===== src/rtl/pipeline_hazard_ctrl.sv =====
// Stall/flush sequencer for the 5-stage pipeline: load-use, taken branch and data-memory wait
// handling, with a saturating stall-cycle counter and a sticky memory-timeout flag.
module pipeline_hazard_ctrl #(
  parameter int MEM_TIMEOUT = 64,
  parameter int CNT_WIDTH   = 32
) (
  input  logic                 clock_i,
  input  logic                 reset_ni,
  input  logic [4:0]           id_rs1_i,
  input  logic [4:0]           id_rs2_i,
  input  logic                 id_use_rs1_i,
  input  logic                 id_use_rs2_i,
  input  logic                 idex_MemtoReg_i,
  input  logic                 idex_RegWrite_i,
  input  logic [4:0]           idex_WriteReg_i,
  input  logic                 exmem_Branch_i,
  input  logic                 exmem_zero_i,
  input  logic                 dmem_req_i,
  input  logic                 dmem_ready_i,
  output logic                 pc_enable_o,
  output logic                 ifid_enable_o,
  output logic                 idex_enable_o,
  output logic                 exmem_enable_o,
  output logic                 memwb_enable_o,
  output logic                 ifid_flush_o,
  output logic                 idex_flush_o,
  output logic                 exmem_flush_o,
  output logic                 memwb_flush_o,
  output logic                 pc_src_o,
  output logic [1:0]           ctrl_state_o,
  output logic [CNT_WIDTH-1:0] stall_cycles_o,
  output logic                 mem_timeout_o
);

  typedef enum logic [1:0] {
    RUN      = 2'd0,
    MEM_WAIT = 2'd1
  } state_e;

  localparam int            WCW = $clog2(MEM_TIMEOUT + 1);
  localparam logic [WCW-1:0] TMO = WCW'(MEM_TIMEOUT);

  state_e               state_q, state_d;
  logic [WCW-1:0]       wait_cnt_q, wait_cnt_d;
  logic                 mem_timeout_q, mem_timeout_d;
  logic [CNT_WIDTH-1:0] stall_cycles_q, stall_cycles_d;

  logic mem_stall, branch_taken, load_use;

  assign mem_stall    = dmem_req_i & ~dmem_ready_i;
  assign branch_taken = exmem_Branch_i & exmem_zero_i;
  assign load_use     = idex_MemtoReg_i & idex_RegWrite_i & (idex_WriteReg_i != 5'd0) &
                        ((id_use_rs1_i & (id_rs1_i == idex_WriteReg_i)) |
                         (id_use_rs2_i & (id_rs2_i == idex_WriteReg_i)));

  // Outputs are a zero-latency function of state and inputs; reset forces every stage flushed.
  always_comb begin
    // NOTE: every output gets a default first so no path through the priority chain infers a latch.
    pc_enable_o    = 1'b1;
    ifid_enable_o  = 1'b1;
    idex_enable_o  = 1'b1;
    exmem_enable_o = 1'b1;
    memwb_enable_o = 1'b1;
    ifid_flush_o   = 1'b0;
    idex_flush_o   = 1'b0;
    exmem_flush_o  = 1'b0;
    memwb_flush_o  = 1'b0;
    pc_src_o       = 1'b0;
    if (!reset_ni) begin
      pc_enable_o    = 1'b0;
      ifid_enable_o  = 1'b0;
      idex_enable_o  = 1'b0;
      exmem_enable_o = 1'b0;
      memwb_enable_o = 1'b0;
      ifid_flush_o   = 1'b1;
      idex_flush_o   = 1'b1;
      exmem_flush_o  = 1'b1;
      memwb_flush_o  = 1'b1;
    end else if (mem_stall) begin
      pc_enable_o    = 1'b0;
      ifid_enable_o  = 1'b0;
      idex_enable_o  = 1'b0;
      exmem_enable_o = 1'b0;
      memwb_enable_o = 1'b0;
      memwb_flush_o  = 1'b1;
    end else if (branch_taken) begin
      pc_src_o      = 1'b1;
      ifid_flush_o  = 1'b1;
      idex_flush_o  = 1'b1;
      exmem_flush_o = 1'b1;
    end else if (load_use) begin
      pc_enable_o   = 1'b0;
      ifid_enable_o = 1'b0;
      idex_flush_o  = 1'b1;
    end
  end

  always_comb begin
    state_d = mem_stall ? MEM_WAIT : RUN;
    if (state_q != MEM_WAIT)  wait_cnt_d = '0;
    else if (wait_cnt_q == TMO) wait_cnt_d = TMO;
    else                      wait_cnt_d = wait_cnt_q + 1'b1;
    mem_timeout_d  = mem_timeout_q | (wait_cnt_d == TMO);
    stall_cycles_d = stall_cycles_q;
    if (!pc_enable_o && (stall_cycles_q != '1)) stall_cycles_d = stall_cycles_q + 1'b1;
  end

  always_ff @(posedge clock_i or negedge reset_ni) begin
    if (!reset_ni) begin
      state_q        <= RUN;
      wait_cnt_q     <= '0;
      mem_timeout_q  <= 1'b0;
      stall_cycles_q <= '0;
    end else begin
      // NOTE: sequential state uses non-blocking assignment so every register samples pre-edge values.
      state_q        <= state_d;
      wait_cnt_q     <= wait_cnt_d;
      mem_timeout_q  <= mem_timeout_d;
      stall_cycles_q <= stall_cycles_d;
    end
  end

  assign ctrl_state_o   = state_q;
  assign stall_cycles_o = stall_cycles_q;
  assign mem_timeout_o  = mem_timeout_q;

endmodule


===== config.mk =====
export PLATFORM = sky130hd
export DESIGN_NAME = pipeline_hazard_ctrl
export DESIGN_NICKNAME = d
export VERILOG_FILES = /design/src/rtl/pipeline_hazard_ctrl.sv
export SDC_FILE = /design/constraint.sdc
export NUM_CORES = 1
export LEC_CHECK = 0
export CORE_ASPECT_RATIO = 0.75
export CORE_MARGIN = 1
export CORE_UTILIZATION = 40
export CTS_BUF_LIST = sky130_fd_sc_hd__clkbuf_8
export CTS_CLUSTER_SIZE = 16
export DETAILED_ROUTE_END_ITERATION = 8
export GPL_ROUTABILITY_DRIVEN = 0
export PLACE_DENSITY = 0.73
export SLEW_MARGIN = 10
export SYNTH_ARGS = -nofsm -noshare
export SYNTH_HDL_FRONTEND = slang
export SYNTH_SLANG_ARGS = --single-unit

===== constraint.sdc =====
create_clock -name clock_i -period 2.23 [get_ports clock_i]
set_input_delay 0.223 -clock clock_i [delete_from_list [all_inputs] [get_ports clock_i]]
set_output_delay 0.223 -clock clock_i [all_outputs]
set_load 0.02 [all_outputs]

; ---- Word-level counts from Yosys, hierarchy flattened
; Index checks and enable logic that the tools add are counted.
[totals]
register_bits = 41
latchBits = 0
mem_bits_rw = 0
mem_bits_ro = 0
in_bits = 25
elab_cells = 44
n_memories = 0
[classes]
add_sub_neg = 2
multipliers = 0
div = 0
magnitude_cmp = 0
n_eq_ne = 6
shift = 0
muxes = 19
bitwise_logic = 10
reduce_logical = 3
[ops]
columns = cell, count
row1 = "32-bit by 1-bit adder with 32-bit output, second input constant", 1
row2 = "32-bit != test, second input constant", 1
row3 = 1-bit two-way mux, 17
row4 = "7-bit equality test, second input constant", 2
row5 = 7-bit two-way mux, 2
row6 = 5-bit equality test, 2
row7 = "7-bit by 1-bit adder with 7-bit output, second input constant", 1
row8 = 1-bit AND, 7
row9 = 5-bit nonzero test, 1
row10 = 1-bit bitwise OR, 2
row11 = 1-bit logical AND, 1
row12 = 1-bit logical NOT, 1
row13 = "1-bit != test, second input constant", 1
row14 = 1-bit inverter, 1

; ---- Depth between registers and ports, before layout
; Gate-level depths: netlist (run 1).
[logic_depth]
ltp_word = 10
ltp_mapped = 8
mapped_depth_nobuf = 7

; ---- Worst setup path after synthesis (run 1)
; No wires, ideal clock.
[synth_timing]
path_kind = reg2reg
start = register stall_cycles_q[0] (netlist: stall_cycles_o[0])
end = register stall_cycles_q[1] (netlist: stall_cycles_o[1])
setup_time_ps = 125
arrival_time_ps = 2487
t_required_ps = 2105
slack_ps = -382
path_stages_with_launch = 8
path_buffers = 1
synth_period_minus_slack_ps = 2612
path_cell_list = dfrtp_1 -> ha_1 -> nand4_2 -> or4_1 -> or4_4 -> nand3_4 -> buf_8 -> mux2_4
[synth_between]
elab_chain_cells = 2
word_cells_on_any_way = 3
cone_classes = add/sub (1) / eq/ne (1) / reduce/logical (1)
[synth_rtl]
columns = item, line_no
row1 = from (decl), 46  ; logic [CNT_WIDTH-1:0] stall_cycles_q, stall_cycles_d;
row2 = from (signal assigned), 119  ; stall_cycles_q <= stall_cycles_d;
row3 = "parallel branches: the longest is 2 deep, another holds 32-bit by 1-bit adder with 32-bit output", n/a
; Several ways; the timed one is not identified.
; A chain may end at the register's enable or synchronous reset.

; ---- Worst setup path in the final report (run 1)
; Ends and elaborated chain as after synthesis.

==> metrics.cfg, run 1 <==
[timing]
hold_violations = 0
setup_ws_ps = -22.1
rsz0062_at_grt = true
worst_clock_skew_ps = 7.36
period_needed_ps = 2250
setup_viol = 10
drv_slew = 0
timing.fmax_ghz = 0.444
hold-worst-slack_ps = 32.6
period_share_pct = 101
tns_ps = -85.3
worst_pin_slew_ps = 522
slew_headroom_pct = 65.2

[synthesis]
synth_top_area_share_pct = 45.4
ys_seq_elements = 41
syn_area_per_cell_um2 = 10.0
synthTopCellsByCount = dfrtp_1 (41), xnor2_1 (24), nand2_1 (23)
netlist_area_um2 = 2260
syn-num-nets = 253
yosys_warnings = 0
synth_cell_types = 39
yosys.cell_count.top_type = dfrtp_1
yosys-top-cells-area = dfrtp_1 (45%), xnor2_1 (9.3%), xor2_1 (8.1%)
ys.flop_type = dfrtp_1
postSynth.asyncResetShare_pct = 100
synth_edf_count = 0
ys_seq_area_share_pct = 45.4
synthCells = 225
synth_top_cell_by_area = dfrtp_1

[cells_and_area]
fin_util_pct = 66.3
num_antenna_cells = 0
nFillCells = 429
drive_above_1_share_pct = 27.1
layout.nets = 367
area_delta_synth_final_pct = 57.9
final_area_um2 = 3570

[detailed_routing]
vias = 2042
drcViolationCount = 0
wl_per_cell_um = 14.2
drtPass1Iterations = 6
drt_iter0_drc = 77
routed_wirelength_um = 5900
vias_per_cell = 4.92
ant_nets = 0

[clocking]
cts_hold_buf = 0
path_clk_slew_ps = 80
cts_sinks = 41
cts_tree = yes
cts_buffers = 5
htree_levels = 2
root_buffer = clkbuf_8
clock_latency_ps = 290
clock_path_buffers = 2

[power_and_ir_drop]
p_sw_uw = 737
power_uw = 2310
seqPwrFrac_pct = 38.8
peakVddDrop_mv = 0.304
pwr-share-comb_pct = 37.9
intPower_uw = 1570
pwr-share-clk_pct = 23.3
p_per_area_nw_per_um2 = 648
swShare_pct = 31.9
power.leakage_uw = 0.00161

[global_route]
antenna_found_initial = 0
grt_usage_pct = 21.4
grt_max_degree = 42
grt_pass1_vias = 2018
grt_pass1_wl_um = 9590
grt_overflow = 0

[worst_setup_path]
path_delay_family = simple AND/OR/NAND/NOR gates
cp_slowest_stage_delay_ps = 500
crit_chain = ha_4, nand4_4, or4_4, or4_4, nand3_4, buf_12, mux2_4
crit_buf_inv = 1
crit_type = flop to flop
cp_data_arrival_time_ps = 2440
required_ps = 2410
crit_slowest_cell = or4_4
startpoint_type = flop
end_kind = flop
crit_path_frequent_cell = or4_4
timing.critical_path.fanout_max = 5

[place]
place_area_um2 = 3380
hpwlAfterDp_um = 4450
io_buffer_count = 68

[floorplanning]
core_area_um2 = 5380
die_h_um = 67.1
num_rows = 23
initial_core_util_pct = 42.0
die_area_um2 = 5950
die_width_um = 88.8
io_pins = 70

[flow_run]
maxCapViolCount = 0

[status]
violations = setup timing
outcome = complete, but fails checks

[min_path]
hp-class = primary input to asynchronous set/reset pin

-- flip-flops by register name, indices dropped and copies added (netlist names) --
register	count
ctrl_state_o	1
mem_timeout_o	1
stall_cycles_o	32
wait_cnt_q	7
-- power by group through the flow --
stage | sequential, µW | combinational (µW) | clock [µW]
6_report | 896 | 876 | 537
5_1_grt | 906 | 940 | 582
4_1_cts | 897 | 879 | 554
3_5_place_dp | 912 | 864 | 0
3_3_place_gp | 906 | 840 | 0
2_1_floorplan | 1030 | 266 | 0
-- kinds of logic after synthesis --
family          synth area share, %
flops                          45.4
other cells                   0.166
simple gates                   25.8
buf+inv                        4.88
mux                           0.665
compound gates                 3.99
fa+ha+maj                      1.66
xor+xnor                       17.5
-- per-stage QoR --
stage                     worst slack (ps)  cells
after floorplan                       -175    225
after global placement                -245    405
after detailed placement              -291    405
after CTS                            -32.4    415
after global routing                 -84.1    415
final                                -22.1    415
-- worst register-to-register path, stage by stage, from the launching register on --
cell and delay (ps):
dfrtp_2 390, ha_4 160, nand4_4 110, or4_4 500, or4_4 450, nand3_4 120
buf_12 120, mux2_4 290
-- what timing repair did --
action / CTS / global route
buffers inserted: 2 / 0
gates resized for setup: 14 / 12
endpoints found under the setup margin: 28 / 35
pin swaps: 3 / 2
-- metal layers --
| layer | wire (µm) | global-route usage [%] | up-vias |
|---|---|---|---|
| met4 | 58 | 5.24 | 0 |
| met2 | 2720 | 33.9 | 45 |
| met5 | 0 | 0 | - |
| met1 | 2850 | 29.0 | 994 |
| met3 | 269 | 5.58 | 7 |
| li1 | - | - | 996 |
-- cell usage in the layout (no fill, tap or decap), types with 3 or more instances in the layout --
master / n
clkdlybuf4s50_1: 61
a31o_2: 3
xnor2_1: 24
buf_4: 44
o21ai_0: 3
clkbuf_8: 7
nor2_1: 12
nand2_1: 23
nor4_2: 3
nor2_4: 4
nand3_1: 13
dfrtp_1: 39
nor3_1: 8
and2_1: 3
nor3_2: 5
xor2_1: 20
or3_1: 3
inv_1: 10
dlymetal6s2s_1: 3
nand4_1: 8
-- final timing paths --
path	depth (start not counted)	slack [ps]	endpoint	from
worst max-delay path	7	-20	stall_cycles_o[1]	stall_cycles_o[0]
worst min-delay path	2	30	ctrl_state_o[0]	reset_ni
worst max register to register	7	-20	stall_cycles_o[1]	stall_cycles_o[0]
worst min register to register	1	470	mem_timeout_o	mem_timeout_o
max in group asynchronous	2	1820	stall_cycles_o[0]	reset_ni
min in group clock_i	1	470	mem_timeout_o	mem_timeout_o
-- cell type report --
cell class                      count  area (µm²)  share of cell area, %
Clock buffer                        7        96.3                   2.70
Multi-Input combinational cell    166        1250                   35.1
Timing Repair Buffer              115        1050                   29.5
Sequential cell                    41        1030                   28.8
Tap cell                           75        93.8                   2.63
Inverter                           10        37.5                   1.05
Clock inverter                      1        5.00                  0.140
Note: power is estimated with default switching activity, not from simulation.
==> run 2: changes to the inputs <==
--- a/config.mk
+++ b/config.mk
@@ -12,6 +12,7 @@
 export CTS_CLUSTER_SIZE = 16
 export DETAILED_ROUTE_END_ITERATION = 8
 export GPL_ROUTABILITY_DRIVEN = 0
+export HOLD_SLACK_MARGIN = 0.02
 export PLACE_DENSITY = 0.73
 export SLEW_MARGIN = 10
 export SYNTH_ARGS = -nofsm -noshare
==> results of run 2 <==
The final DEF is identical to that of run 1; final timing and power are the same.
==> run 3: changes to the inputs <==
--- a/config.mk
+++ b/config.mk
@@ -7,13 +7,13 @@
 export LEC_CHECK = 0
 export CORE_ASPECT_RATIO = 0.75
 export CORE_MARGIN = 1
-export CORE_UTILIZATION = 40
+export CORE_UTILIZATION = 44
 export CTS_BUF_LIST = sky130_fd_sc_hd__clkbuf_8
 export CTS_CLUSTER_SIZE = 16
 export DETAILED_ROUTE_END_ITERATION = 8
 export GPL_ROUTABILITY_DRIVEN = 0
 export HOLD_SLACK_MARGIN = 0.02
-export PLACE_DENSITY = 0.73
+export PLACE_DENSITY = 0.79
 export SLEW_MARGIN = 10
 export SYNTH_ARGS = -nofsm -noshare
 export SYNTH_HDL_FRONTEND = slang
==> run 3 against run 2 <==
  * Via count grew 3.8%
  * Maximum frequency shrank 0.48%
  * First-iteration DRC count grew 57%
  * Worst hold slack gained 430 ps
  * Clock skew shrank 1.2 ps
  * Sequential cell count is the same
  * Combinational power grew 5.8%
  * Largest cell class unchanged
  * Count of clock-buffer cells in the layout shrank 2
  * Final area grew 2.9%
  * The run ends with DRC, setup timing left
  * Critical path type unchanged
==> metrics.cfg, run 3 (synthesis results as in run 1) <==
[timing]
slew_headroom_pct = 58.0  ; -7.2 points
rsz0062_at_grt = true
drv_slew = 0  ; unchanged
timing.fmax_ghz = 0.442  ; -0.48%
period_needed_ps = 2260  ; +10.9 ps
hold_violations = 0  ; unchanged
setup_ws_ps = -33.0  ; -10.9 ps
tns_ps = -218  ; -133 ps
setup_viol = 13  ; +3
worst_clock_skew_ps = 6.19  ; -1.18 ps
worst_pin_slew_ps = 624  ; +103 ps
hold-worst-slack_ps = 458  ; +425 ps
period_share_pct = 101  ; +0.49 points

[worst_setup_path]
startpoint_type = flop
crit_type = flop to flop
worst_r2r_startpoint = stall_cycles_o[1]
cp_data_arrival_time_ps = 2430  ; about the same
timing.critical_path.fanout_max = 7  ; +2
end_kind = flop
rr_endpoint = stall_cycles_o[14]
reg2reg_depth = 8  ; +1
required_ps = 2400  ; about the same
r2r_setup_slack_ps = -30  ; about the same

[detailed_routing]
vias = 2119  ; +3.8%
vias_per_cell = 5.19  ; +5.6%
ant_nets = 0  ; unchanged
drcViolationCount = 1  ; +1
wl_per_cell_um = 15.1  ; +6.3%
routed_wirelength_um = 6170  ; +4.5%
drt_iter0_drc = 121  ; +57%
drtPass1Iterations = 6  ; unchanged

[clocking]
cts_buffers = 5  ; unchanged
root_buffer = clkbuf_8
cts_tree = yes
cts_sinks = 41  ; unchanged
clock_path_buffers = 2  ; unchanged
htree_levels = 2  ; unchanged
clock_latency_ps = 300  ; about the same
path_clk_slew_ps = 80  ; about the same

[global_route]
grt_overflow = 0  ; unchanged
grt_pass1_wl_um = 10200  ; +6.4%
grt_usage_pct = 23.9  ; +2.5 points
grt_pass1_vias = 2157  ; +6.9%
grt_max_degree = 27  ; -36%
antenna_found_initial = 0  ; unchanged

[cells_and_area]
nFillCells = 332  ; -23%
drive_above_1_share_pct = 31.3  ; +4.3 points
layout_commonest_cell = clkdlybuf4s50_1
final_area_um2 = 3670  ; +2.9%
largest_reg_flops = 32  ; unchanged
num_antenna_cells = 0  ; unchanged
final_cell_mix = clkdlybuf4s50_1 (62), buf_4 (49), dfrtp_1 (39), nand2_1 (23), xnor2_1 (22)
layout.nets = 375  ; +2.2%
area_delta_synth_final_pct = 62.5

[status]
violations = DRC, setup timing
outcome = complete, but fails checks

[floorplanning]
die_area_um2 = 5430  ; -8.9%
io_pins = 70  ; unchanged
initial_core_util_pct = 45.8  ; +3.9 points
core_area_um2 = 4930  ; -8.4%
num_rows = 22  ; -4.3%
die_width_um = 84.7  ; -4.6%
die_h_um = 64.0  ; -4.5%

[place]
io_buffer_count = 68  ; unchanged
hpwlAfterDp_um = 4510  ; +1.4%
preCtsSetupSlack_ps = -303  ; -12.0 ps
place_area_um2 = 3370  ; -0.26%

[power_and_ir_drop]
peakVddDrop_mv = 0.271  ; -11%
p_per_area_nw_per_um2 = 631  ; -2.6%
power.leakage_uw = 0.00165  ; +2.6%

[flow_run]
maxCapViolCount = 0  ; unchanged

[min_path]
hp-class = primary input to asynchronous set/reset pin

[run 3: stage by stage]
stage / power, µW / instances / utilization, %
after CTS: 2280 / 404 / 71.9
after detailed placement: 1770 / 393 / 68.4
final: 2320 / 408 / 74.5
after global routing: 2430 / 408 / 74.5
after floorplan: 1300 / 225 / -
after global placement: 1750 / 393 / 68.4
[run 3: worst max-delay path, stage by stage (launching register included)]
cell	delay [ps]
dfrtp_2	390
ha_4	160
nand4_4	110
or4_4	510
or4_4	450
nand3_4	170
buf_12	140
nor3_1	60
xor2_1	150
[run 3: layout make-up]
cell class              instances  area, µm²  area share, %
clock buffers                   5       68.8           1.87
inverters                      10       37.5           1.02
well taps                      60       75.1           2.04
repair buffers                123       1130           30.7
flip-flops and latches         41       1030           28.0
multi-input cells             166       1320           35.9
clock inverters                 3       17.5          0.477
[run 3: what timing repair did]
item / CTS / global route
gates cloned: 0 / 1
resized for setup: 18 / 23
hold buffers: 1 / 0
endpoints found under the setup margin: 26 / 32
buffers inserted: 2 / 3
pin swaps: 3 / 9
hold endpoints to repair: 41 / 0
[run 3: worst max path at each step]
stage,end,startpoint,cells after the start
finish,stall_cycles_o[14],stall_cycles_o[1],8
global route,stall_cycles_o[14],stall_cycles_o[1],8
CTS,stall_cycles_o[17],stall_cycles_o[1],8
detailed placement,ifid_enable_o,idex_WriteReg_i[0],6
global placement,pc_enable_o,idex_WriteReg_i[0],6
floorplan,stall_cycles_o[1],stall_cycles_o[0],7
[run 3: per-layer routing]
metal	track usage, %	share of wire (%)	wire [µm]
met1	33.3	47	2930
met2	38.6	48	2930
met3	4.26	4.1	254
met4	6.36	0.81	50
met5	0	0	0
[run 3: where the power goes]
part | internal (µW) | switching [µW] | leakage (µW)
Combinational | 504 | 423 | 0.00108
Clock | 216 | 268 | 0.0000439
Sequential | 825 | 79.7 | 0.000526
Total | 1550 | 771 | 0.00165
